==> config.mk <==
export PLATFORM = sky130hd
export DESIGN_NAME = stage_operator_writeback
export DESIGN_NICKNAME = d
export VERILOG_FILES = /design/src/rtl/stage_operator_writeback.sv
export SDC_FILE = /design/constraint.sdc
export NUM_CORES = 1
export LEC_CHECK = 0
export CAP_MARGIN = 40
export CORE_ASPECT_RATIO = 1.4
export CORE_MARGIN = 4
export CORE_UTILIZATION = 46
export DETAILED_ROUTE_END_ITERATION = 12
export PLACE_DENSITY = 0.7
export SLEW_MARGIN = 30
export SYNTH_ARGS = -nofsm -noshare
export SYNTH_HDL_FRONTEND = slang
export SYNTH_SLANG_ARGS = --single-unit
==> constraint.sdc <==
create_clock -name i_Clock -period 8.3 [get_ports i_Clock]
set_input_delay 1.245 -clock i_Clock [delete_from_list [all_inputs] [get_ports i_Clock]]
set_output_delay 1.245 -clock i_Clock [all_outputs]
set_load 0.02 [all_outputs]
==> src/rtl/stage_operator_writeback.sv <==
// ---------------------------------------------------------------------------
// stage_operator_writeback
//
// Final stage of the operator pipeline. Every valid beat is forwarded, one
// cycle later, to the modulator's operator-writeback port (gated to zero while
// the voice is off). Carrier operators are accumulated across one full sweep
// of all voice-operator IDs, and each completed sweep produces one saturated
// audio sample. Sweep order is tracked; an unexpected ID discards the partial
// sweep and either restarts (ID 0) or falls back to waiting for ID 0.
//
// Ports
//   i_Clock                  system clock
//   i_Reset                  synchronous, active-high reset
//   i_Valid                  input fields valid this cycle
//   i_VoiceOperator          {voice, operator} ID of the incoming result
//   i_NoteOn                 voice gate for this result
//   i_AlgorithmWord          [7] IsCarrier, [10:8] carrier attenuation shift
//   i_OperatorOutput         finished signed operator output
//   o_OperatorWritebackID    writeback address to the modulator
//   o_OperatorWritebackValue writeback data to the modulator
//   o_Sample                 mixed, saturated sample (holds between pulses)
//   o_SampleValid            one-cycle pulse when o_Sample updates
//   o_SeqError               one-cycle pulse on an out-of-order ID
// ---------------------------------------------------------------------------
module stage_operator_writeback #(
    parameter int NUM_VOICES    = 32,
    parameter int NUM_OPERATORS = 8,
    parameter int ACC_WIDTH     = 24,
    localparam int ID_W         = $clog2(NUM_VOICES * NUM_OPERATORS)
) (
    input  logic                   i_Clock,
    input  logic                   i_Reset,
    input  logic                   i_Valid,
    input  logic [ID_W-1:0]        i_VoiceOperator,
    input  logic                   i_NoteOn,
    input  logic [10:0]            i_AlgorithmWord,
    input  logic signed [15:0]     i_OperatorOutput,
    output logic [ID_W-1:0]        o_OperatorWritebackID,
    output logic signed [15:0]     o_OperatorWritebackValue,
    output logic signed [15:0]     o_Sample,
    output logic                   o_SampleValid,
    output logic                   o_SeqError
);

    localparam logic [ID_W-1:0] LAST_ID = ID_W'(NUM_VOICES * NUM_OPERATORS - 1);
    localparam logic signed [ACC_WIDTH-1:0] SAT_MAX = ACC_WIDTH'(32767);
    localparam logic signed [ACC_WIDTH-1:0] SAT_MIN = -ACC_WIDTH'(32768);

    typedef enum logic {SYNC, RUN} state_t;

    state_t                      state, stateNext;
    logic signed [ACC_WIDTH-1:0] acc, accNext;
    logic [ID_W-1:0]             expected, expectedNext;
    logic signed [15:0]          sampleNext;
    logic                        sampleValidNext;
    logic                        seqErrorNext;

    logic signed [ACC_WIDTH-1:0] carrier_p0;
    logic signed [ACC_WIDTH-1:0] accSum_p0;
    logic                        idMatch_p0;
    logic                        idZero_p0;
    logic                        idLast_p0;
    logic                        unusedAlgBits;

    // Only the carrier flag and shift are consumed here.
    assign unusedAlgBits = ^i_AlgorithmWord[6:0];

    function automatic logic signed [15:0] sat16(input logic signed [ACC_WIDTH-1:0] v);
        if (v > SAT_MAX)      return 16'sh7FFF;
        else if (v < SAT_MIN) return -16'sh8000;
        else                  return v[15:0];
    endfunction

    // Input stage: carrier contribution and decoded sweep position.
    always_comb begin
        carrier_p0 = '0;
        if (i_NoteOn && i_AlgorithmWord[7])
            carrier_p0 = ACC_WIDTH'(i_OperatorOutput) >>> i_AlgorithmWord[10:8];
    end

    assign accSum_p0  = acc + carrier_p0;
    assign idMatch_p0 = (i_VoiceOperator == expected);
    assign idZero_p0  = (i_VoiceOperator == '0);
    assign idLast_p0  = (i_VoiceOperator == LAST_ID);

    // State register and registered outputs.
    always_ff @(posedge i_Clock) begin
        if (i_Reset) begin
            state                    <= SYNC;
            acc                      <= '0;
            expected                 <= '0;
            o_Sample                 <= '0;
            o_SampleValid            <= 1'b0;
            o_SeqError               <= 1'b0;
            o_OperatorWritebackID    <= '0;
            o_OperatorWritebackValue <= '0;
        end else begin
            state         <= stateNext;
            acc           <= accNext;
            expected      <= expectedNext;
            o_Sample      <= sampleNext;
            o_SampleValid <= sampleValidNext;
            o_SeqError    <= seqErrorNext;
            // Writeback runs regardless of sweep state; it holds when idle.
            if (i_Valid) begin
                o_OperatorWritebackID    <= i_VoiceOperator;
                o_OperatorWritebackValue <= i_NoteOn ? i_OperatorOutput : 16'sd0;
            end
        end
    end

    // Next-state logic: sweep tracking and accumulation.
    always_comb begin
        stateNext    = state;
        accNext      = acc;
        expectedNext = expected;
        case (state)
            SYNC: begin
                accNext      = '0;
                expectedNext = '0;
                if (i_Valid && idZero_p0) begin
                    accNext      = carrier_p0;
                    expectedNext = ID_W'(1);
                    stateNext    = RUN;
                end
            end
            RUN: begin
                if (i_Valid) begin
                    if (idMatch_p0 && idLast_p0) begin
                        accNext      = '0;
                        expectedNext = '0;
                    end else if (idMatch_p0) begin
                        accNext      = accSum_p0;
                        expectedNext = expected + ID_W'(1);
                    end else if (idZero_p0) begin
                        // Out of order but a fresh sweep start: restart in place.
                        accNext      = carrier_p0;
                        expectedNext = ID_W'(1);
                    end else begin
                        accNext      = '0;
                        expectedNext = '0;
                        stateNext    = SYNC;
                    end
                end
            end
            default: begin
                stateNext    = SYNC;
                accNext      = '0;
                expectedNext = '0;
            end
        endcase
    end

    // Output logic: sample and error pulses, mutually exclusive by construction.
    always_comb begin
        sampleNext      = o_Sample;
        sampleValidNext = 1'b0;
        seqErrorNext    = 1'b0;
        if (state == RUN && i_Valid) begin
            if (idMatch_p0 && idLast_p0) begin
                sampleNext      = sat16(accSum_p0);
                sampleValidNext = 1'b1;
            end else if (!idMatch_p0) begin
                seqErrorNext = 1'b1;
            end
        end
    end

endmodule

==> flow_summary_export.csv <==
group,metric,value,unit
die,io_pins,81,
clock_network,tritoncts,"built",
final_layout,antenna_cells,0,
setup_path,r2r_start,"acc[0]$_SDFFE_PP0P_",
final_layout,fin_nets,802,
setup_path,cp.required,8550,ps
synth,yosys_warnings,0,
clock_network,clockBufferDepth,2,
pwr,irDropWorstVdd,0.1085,mV
synth,synthesis.area,0.005436,sq mm
drt,drt_iter0_drc,268,
drt,drt_pass1_iterations,4,
die,die_w,99.88,um
die,die_h,136.6,um
setup_path,worst_setup_path_end_kind,"flip-flop",
clock_network,cts_made_buffers,9,
clock_network,clk_pin_slew,60,ps
placed_design,io_buffers,73,
synth,yosysSeqAreaShare,0.2762,
sta,fmax,165.6,MHz
clock_network,clock_sinks,75,
setup_path,r2r_end,"o_Sample[1]$_SDFFE_PP0P_",
setup_path,critPathSlowestCell,"clkdlybuf4s50_1",
placed_design,gp_congestion,0.8898,
clock_network,ctsHtreeMaxLevel,3,
synth,synth-edff-count,0,
pwr,power.share.clock,0.427,
grt,gr-total-overflow,0,
setup_path,crit_path_cell_trace,"clkdlybuf4s50_1 > nand2_1 > nor2_1 > ha_1 > inv_1 > fa_1 > nand2b_1 > a21o_1 > a211o_1 > and4b_1 > nor3_2 > nand3_1 > nor4_4 > a21oi_1 > a211oi_1",
sta,finalHoldViolCount,0,
sta,fin_hold_ws,461.8,ps
run_status,status,"completed",
synth,synth_cell_types,71,
grt,antenna_found_initial,0,
setup_path,worstSetupPathType,"input port to flip-flop",
synth,ys.flop_type,"dfxtp_1",
min_path,min_path_cells,2,
synth,synthArstFlopShare,0,
drt,wl_per_cell,16.72,um
sta,rsz0062_at_grt,"no",
pwr,power_density,136.0,mW/mm^2
sta,period_minus_slack,6039,ps
synth,syn_avg_cell_area,7.856,sq um
setup_path,path_max_fanout,18,
synth,syn_nets,756,
drt,wl,14830,um
placed_design,dpl.hpwl,11180,um
grt,grt_pass1_wl,24310,um
die,initial_core_util,0.4747,
sta,setup_viol,0,
pwr,p_int,0.6306,mW
pwr,power_frac_comb,0.152,
sta,final_max_slew_viol_count,0,
die,dieArea,0.01365,sq mm
pwr,seqPwrFrac,0.421,
final_layout,area_growth,18.27,%
die,rows,46,
clock_network,clkLatencyLatePin,340,ps
setup_path,crit_path_max_incr_delay,860,ps
grt,grt_pass1_vias,5121,
die,core_area,0.01145,sq mm
setup_path,start_kind,"input port",
min_path,hold_path_class,"flip-flop to flip-flop",
grt,grt_max_degree,76,
setup_path,worstPathArrival,6290,ps
clock_network,postCtsResizedCells,0,
pwr,leakagePower,2.506,nW
grt,gr-usage-all-layers,0.2196,
drt,antenna_left,0,
clock_network,post-cts-setup-buffer-count,0,
min_path,min-delay-start,"o_OperatorWritebackValue[1]$_SDFFE_PP0P_",
drt,vias,5192,
clock_network,clockRootBuffer,"clkbuf_16",
sta,fin_crit_sh,0.7276,
pwr,net-switching-power,0.2438,mW
setup_path,ff2ff_setup_slack,4460,ps
setup_path,reg2regPathDepth,12,
min_path,hold_end,"o_OperatorWritebackValue[1]$_SDFFE_PP0P_",
clock_network,cts_hold_buf,0,
synth,netlist_instances,692,
drt,drt-vias-per-instance,5.853,
final_layout,drive_above_1_share,0.08883,
sta,setup-tns-final,0,ps
drt,route.detailed.drc,0,
sta,tightestPinTransition,793.5,ps
job,cap_violations,0,
synth,ys_ff_latch,75,
pwr,p_sw_frac,0.2788,
sta,clock-skew-final,7.710,ps
sta,maxSlewHeadroom,0.4670,
[worst max path at each step]
stage,from,endpoint,slack (ps),depth (start not counted)
5_1_grt,i_NoteOn,o_Sample[1]$_SDFFE_PP0P_,1990,15
3_3_place_gp,i_AlgorithmWord[8],o_Sample[1]$_SDFFE_PP0P_,1860,14
6_report,i_NoteOn,o_Sample[1]$_SDFFE_PP0P_,2260,15
4_1_cts,i_AlgorithmWord[8],o_Sample[1]$_SDFFE_PP0P_,2230,15
3_5_place_dp,i_AlgorithmWord[8],o_Sample[1]$_SDFFE_PP0P_,1890,15
2_1_floorplan,i_AlgorithmWord[8],o_Sample[4]$_SDFFE_PP0P_,3130,16
[synthesized netlist by cell type (3+ instances only)]
master       n  share of area
a21o_1      14          0.019
dfxtp_1     75           0.28
clkbuf_8     5          0.013
o21a_1       6         0.0083
nand2b_1     5         0.0058
a211oi_1    25          0.035
clkbuf_1    27          0.019
inv_1       14         0.0097
xnor2_1     16          0.026
a21oi_1     75          0.069
nand4_1      8         0.0092
nand2_1     58          0.040
xor2_1       9          0.015
mux4_2       7          0.029
o21ai_0     25          0.023
buf_2        4         0.0037
a221oi_1     3         0.0048
nor2_1     117          0.081
nand3_1     26          0.024
ha_1        24          0.055
nor3_1      19          0.017
o211ai_1     3         0.0041
and3_1       6         0.0069
and2_1       4         0.0046
or3_1        4         0.0046
a2bb2oi_1   13          0.021
mux2i_1     21          0.039
nor2b_1      5         0.0058
a31oi_1      6         0.0069
a211oi_2    12          0.028
buf_6        3         0.0062
or2_2        3         0.0035
mux2_2       4         0.0083
[cells in the final DEF, fill, tap and decap left out, types with 3 or more instances in the layout]
cell / instances
inv_1: 14
a211oi_2: 12
a31oi_1: 6
mux2_2: 4
o211ai_1: 3
mux2i_1: 21
nand2b_1: 5
dfxtp_1: 75
and3_1: 6
xor2_1: 9
nor2_1: 117
o21a_1: 6
ha_1: 24
nor3_1: 19
a21oi_1: 74
a21o_1: 14
nor2b_1: 5
or2_2: 3
clkdlybuf4s50_1: 72
nand4_1: 8
a221oi_1: 3
inv_6: 3
and2_1: 4
mux4_2: 7
buf_4: 5
o21ai_0: 25
or3_1: 4
nand3_1: 26
xnor2_1: 16
a211oi_1: 25
nand2_1: 58
a2bb2oi_1: 13
clkbuf_16: 9
[area by class of cell]
class	count	area [sq um]
clock buffers	9	225.2
clock inverters	7	58.81
fillers	1048	5024
inverters	14	52.55
multi-input cells	558	3617
flip-flops and latches	75	1501
well taps	144	180.2
repair buffers	80	794.5
[flip-flops by register name (all words and copies together), names as in the netlist]
register	count
state	1
o_OperatorWritebackID	8
o_SeqError	1
acc	24
o_Sample	16
o_SampleValid	1
o_OperatorWritebackValue	16
expected	8
[routing by layer]
layer / vias up / GRT usage / wire (um) / part of all wire
li1: 2588 / - / - / -
met1: 2415 / 0.2455 / 5980 / 0.40
met2: 147 / 0.3708 / 7269 / 0.49
met3: 42 / 0.05711 / 787 / 0.053
met4: 0 / 0.1329 / 795 / 0.054
met5: - / 0 / 0 / 0
[critical path: cells and delay by family]
family / cells / cell delay, ps
adders and majority gates: 2 / 610
AOI/OAI and AO/OA: 4 / 1050
and+or+nand+nor: 7 / 2450
buffers and inverters: 2 / 920
[kinds of logic (layout without fill, tap and decap cells)]
kind of cell	count (synthesis)	count (layout)	share of synthesized area
AO/OA/AOI/OAI	203	203	0.2571
XOR/XNOR	25	25	0.04028
adder cells (fa/ha/maj)	25	25	0.05892
buffers and inverters	59	110	0.05915
flip-flops	75	75	0.2762
multiplexers	32	32	0.07595
AND/OR/NAND/NOR	273	273	0.2325
[power by group through the flow]
stage	logic [mW]	registers, mW	clock network [mW]
5_1_grt	0.144	0.368	0.399
6_report	0.133	0.368	0.374
4_1_cts	0.131	0.368	0.382
3_5_place_dp	0.130	0.376	0
3_3_place_gp	0.128	0.376	0
2_1_floorplan	0.0804	0.382	0
[through the flow]
step / util / power [mW] / cell area, sq um / setup WS (ps) / cells
2_1_floorplan: - / 0.4626 / 5436 / 3132 / 692
3_3_place_gp: 0.5322 / 0.5039 / 6096 / 1859 / 867
3_5_place_dp: 0.5339 / 0.5063 / 6115 / 1887 / 869
4_1_cts: 0.5587 / 0.8811 / 6399 / 2228 / 885
5_1_grt: 0.5614 / 0.9115 / 6430 / 1995 / 887
6_report: 0.5614 / 0.8744 / 6430 / 2261 / 887
No activity file was read; power rests on OpenSTA's default activity.
